===== src/rtl/fetch_sequencer.sv =====
// Instruction fetch/sequencing front-end for the 4-bit processor: 16x8 program
// store, program counter, instruction register and the fetch/decode/execute FSM.
module fetch_sequencer #(
  parameter int PROG_DEPTH = 16
) (
  input  logic       clk,
  input  logic       reset,
  input  logic       start,
  input  logic       prog_we,
  input  logic [3:0] prog_addr,
  input  logic [7:0] prog_data,
  input  logic       jump,
  output logic [3:0] opcode,
  output logic [3:0] operand,
  output logic       instr_valid,
  output logic [3:0] pc,
  output logic       busy,
  output logic       halted
);

  typedef enum logic [2:0] {
    S_IDLE    = 3'd0,
    S_FETCH   = 3'd1,
    S_DECODE  = 3'd2,
    S_EXECUTE = 3'd3,
    S_HALT    = 3'd4
  } state_t;

  localparam logic [3:0] OP_HLT = 4'hF;

  state_t     state_q, state_d;
  logic [3:0] pc_q, pc_d;
  logic [7:0] ir_q, ir_d;
  logic       instr_valid_q, busy_q, halted_q;
  logic       prog_open;

  logic [7:0] mem [PROG_DEPTH];

  assign prog_open = (state_q == S_IDLE) || (state_q == S_HALT);

  // Store is deliberately outside the reset domain so a program survives reset.
  always_ff @(posedge clk) begin
    if (prog_we && prog_open) begin
      mem[prog_addr] <= prog_data;
    end
  end

  always_comb begin
    state_d = state_q;
    pc_d    = pc_q;
    ir_d    = ir_q;
    case (state_q)
      S_IDLE, S_HALT: begin
        if (start) begin
          pc_d    = 4'd0;
          state_d = S_FETCH;
        end
      end
      S_FETCH: begin
        ir_d    = mem[pc_q];
        state_d = S_DECODE;
      end
      S_DECODE: begin
        state_d = (ir_q[7:4] == OP_HLT) ? S_HALT : S_EXECUTE;
      end
      S_EXECUTE: begin
        pc_d    = jump ? ir_q[3:0] : pc_q + 4'd1;
        state_d = S_FETCH;
      end
      default: begin
        state_d = S_IDLE;
      end
    endcase
  end

  // Status outputs are decoded from the next state so they line up with state_q.
  always_ff @(posedge clk or posedge reset) begin
    if (reset) begin
      state_q       <= S_IDLE;
      pc_q          <= 4'd0;
      ir_q          <= 8'h00;
      instr_valid_q <= 1'b0;
      busy_q        <= 1'b0;
      halted_q      <= 1'b0;
    end else begin
      state_q       <= state_d;
      pc_q          <= pc_d;
      ir_q          <= ir_d;
      instr_valid_q <= (state_d == S_EXECUTE);
      busy_q        <= (state_d == S_FETCH) || (state_d == S_DECODE) ||
                       (state_d == S_EXECUTE);
      halted_q      <= (state_d == S_HALT);
    end
  end

  assign opcode      = ir_q[7:4];
  assign operand     = ir_q[3:0];
  assign pc          = pc_q;
  assign instr_valid = instr_valid_q;
  assign busy        = busy_q;
  assign halted      = halted_q;

endmodule


===== config.mk =====
export PLATFORM = sky130hd
export DESIGN_NAME = fetch_sequencer
export DESIGN_NICKNAME = d
export VERILOG_FILES = /design/src/rtl/fetch_sequencer.sv
export SDC_FILE = /design/constraint.sdc
export NUM_CORES = 1
export LEC_CHECK = 0
export ABC_AREA = 1
export BUFFER_PORTS_ARGS = -buffer_cell sky130_fd_sc_hd__buf_2
export CORE_MARGIN = 4
export CORE_UTILIZATION = 61
export CTS_CLUSTER_DIAMETER = 200
export DETAILED_ROUTE_END_ITERATION = 8
export PLACE_DENSITY_LB_ADDON = 0.2
export SLEW_MARGIN = 5
export SYNTH_ARGS = -nofsm -noshare
export SYNTH_HDL_FRONTEND = slang
export SYNTH_SLANG_ARGS = --single-unit

===== constraint.sdc =====
create_clock -name clk -period 2.3 [get_ports clk]
set_input_delay 0.345 -clock clk [delete_from_list [all_inputs] [get_ports clk]]
set_output_delay 0.345 -clock clk [all_outputs]
set_load 0.005 [all_outputs]

==> flow_summary.json <==
{
  "peakVddDrop_uv": 537,
  "finalSetupTns_ns": 0,
  "rrSetupSlack_ns": 0.59,
  "drive_gt1_share_pct": 13.7,
  "cts.reportedPaths.clkPinSlew_ns": 0.06,
  "status": "finished, final reports clean",
  "die_h_microns": 109,
  "yosysSeqAreaShare_pct": 68.7,
  "rows": 36,
  "fmax_mhz": 529,
  "fin_crit_ns": 1.89,
  "synthFlopType": "edfxtp_1",
  "synthDistinctLibCells": 22,
  "avgSynthCellArea_sq_um": 10.5,
  "syn_area_sq_mm": 0.00625,
  "grt_use_met2_pct": 46.3,
  "hold_class": "input pin to flop",
  "drv_slew": 0,
  "hold_viol_final": 0,
  "synth_async_sr_flop_share_pct": 12.3,
  "rr_endpoint": "ir_q[3]$_DFFE_PP0P_",
  "dp_hpwl_microns": 8760,
  "cts-root-buf": "clkbuf_8",
  "start_util_pct": 63.4,
  "vias_per_cell": 5.58,
  "cellLeakagePower_nw": 3.11,
  "cts_tree": "yes",
  "dieArea_sq_mm": 0.0119,
  "utilization_pct": 73.4,
  "yosysTopAreaCell": "edfxtp_1",
  "netlist.area_leader.share_pct": 61.5,
  "maxCapViolCount": 0,
  "antenna_found_initial": 0,
  "finalClockSkew_ns": 0.0102,
  "crit_type": "flop to output port",
  "rsz0062_at_grt": "no",
  "nets": 664,
  "r2r-start": "pc[0]$_DFFE_PP0P_",
  "wire_per_inst_microns": 18.7,
  "fillers": 648,
  "path_max_fanout": 11,
  "min_from": "jump",
  "synth_cells": 596,
  "worstPathArrival_ns": 1.54,
  "area_growth_syn_to_layout_pct": 15.7,
  "clock_latency_ns": 0.52,
  "worstPathRequired_ns": 1.96,
  "gr-total-overflow": 0,
  "layout.cells.non_filler": 792,
  "drt_iter0_markers": 506,
  "reg2reg_depth": 9,
  "grt_pass1_vias": 4420,
  "dp_cells": 759,
  "route.detailed.drc": 0,
  "powerDensity_mw_per_mm2": 1140,
  "whs_endpoint": "pc[2]$_DFFE_PP0P_",
  "holdWs_ns": 0.161,
  "ys_warn_count": 0,
  "hold_depth": 3,
  "place.gp.congestion": 0.843,
  "grt_max_degree": 73,
  "gr-usage-met1_pct": 32.9,
  "ys_seq_elements": 146,
  "syn_nets": 614,
  "crit_path_end_kind": "output port",
  "dr.pass1.iters": 6,
  "fin_crit_sh_pct": 82.2,
  "clk_path_buf_depth": 2,
  "setup_viol": 0,
  "routed_wl_microns": 14800,
  "synth_area_leaders": "edfxtp_1 (61%), nand2_1 (13%), nand3_1 (7.4%)",
  "core_sq_mm": 0.00986,
  "htreeDepth": 4,
  "setup.worst_path.start_class": "flop",
  "ios": 32,
  "synth_edf_count": 128,
  "ant_nets": 0,
  "die_w_microns": 109,
  "grt-busiest-layer": "met2",
  "vias": 4423,
  "numPortBuffers": 31,
  "grt.total_usage_pct": 26.8,
  "maxSlewHeadroom_pct": 46.2,
  "worst_pin_slew_ns": 0.807,
  "antennaDiodeCount": 0,
  "numCtsBuffers": 17,
  "use_met3_pct": 5.15,
  "grt_pass1_wl_microns": 23100,
  "cts_sinks": 146
}
==> cells in the final DEF, fill, tap and decap left out, types with 3 or more instances in the layout <==
cell type  netlist  final
edfxtp_1       128    128
dfrtp_1         18     17
buf_4            6     23
clkbuf_1         0      3
inv_1           64     64
bufinv_16        0      5
nand3_1         93     93
o21ai_0          7      7
nand2_1        220    220
inv_2            3      3
nor2_1          21     21
or2_0            4      4
clkinv_4         0      4
clkbuf_16        0     16
buf_2           13     31
==> stage by stage <==
stage                     setup slack (ns)  area, sq um  power, mW
final                                0.410         7240       8.25
after floorplan                      0.567         6250       4.73
after CTS                            0.414         7240       8.24
after global routing                 0.338         7240       8.66
after detailed placement             0.637         6590       5.29
after global placement               0.651         6590       5.24
==> power breakdown <==
group | internal, mW | total (mW) | switching [mW] | leakage, nW
Clock | 1.88 | 2.95 | 1.06 | 0.300
Sequential | 3.06 | 3.21 | 0.150 | 1.38
Combinational | 0.643 | 2.10 | 1.45 | 1.43
Total | 5.58 | 8.25 | 2.67 | 3.11
==> worst max path at each step <==
stage          depth (start not counted)              endpoint  slack (ns)            startpoint
4_1_cts                                2                 pc[2]        0.41     pc[2]$_DFFE_PP0P_
6_report                               2                 pc[2]        0.41     pc[2]$_DFFE_PP0P_
3_3_place_gp                           5   mem[3][5]$_DFFE_PP_        0.65  state_q[1]$_DFF_PP0_
2_1_floorplan                          3  mem[10][0]$_DFFE_PP_        0.57  state_q[1]$_DFF_PP0_
3_5_place_dp                           5   mem[3][7]$_DFFE_PP_        0.64  state_q[1]$_DFF_PP0_
5_1_grt                                2                 pc[2]        0.34     pc[2]$_DFFE_PP0P_
==> kinds of logic (layout without fill, tap and decap cells) <==
logic type                 after synthesis  after routing  share of synthesized area (%)
and+or+nand+nor                        341            341                           22.8
xor gates and xnor gates                 2              2                          0.280
DFF                                    146            146                           68.7
buffers and inverters                   94            157                           7.02
AOI/OAI and AO/OA                       12             12                           1.06
adders and majority gates                1              1                          0.200
==> cell type report <==
class / count / area, sq um / share of cell area (%)
repair buffers: 56 / 358 / 4.94
clock buffers: 20 / 425 / 5.88
inverters: 69 / 262 / 3.61
clock inverters: 12 / 209 / 2.89
well taps: 133 / 166 / 2.30
flip-flops and latches: 146 / 4300 / 59.4
multi-input cells: 356 / 1520 / 21.0
==> sequential cells by signal (all words and copies together) (netlist names) <==
| name | cells |
|---|---|
| mem | 128 |
| pc | 4 |
| ir_q | 8 |
| halted | 1 |
| state_q | 3 |
| instr_valid | 1 |
| busy | 1 |
==> synthesized netlist by cell type (2+ instances only) <==
cell type  number
nor2_1         21
nand3_1        93
edfxtp_1      128
a21oi_1         2
nand2_1       220
inv_1          64
inv_2           3
or2_0           4
buf_6           6
xor2_1          2
o31ai_1         2
dfrtp_1        18
o21ai_0         7
buf_2          13
buf_4           6
==> timing repair <==
action,4_1_cts,5_1_grt
buffers inserted,0,0
hold endpoints to repair,18,0
gates resized for setup,0,0
hold buffers,1,0
endpoints found under the setup margin,0,0
==> routing by layer <==
layer,share of wire [%],wire (microns)
met1,37,5490
met5,0,0
met3,8.4,1240
met4,4.3,639
met2,50,7420
==> critical path: stages (launching register included) <==
cell and delay, ns:
dfrtp_1 0.59, buf_4 0.29, buf_2 0.14
Note: power is estimated with default switching activity, not from simulation.
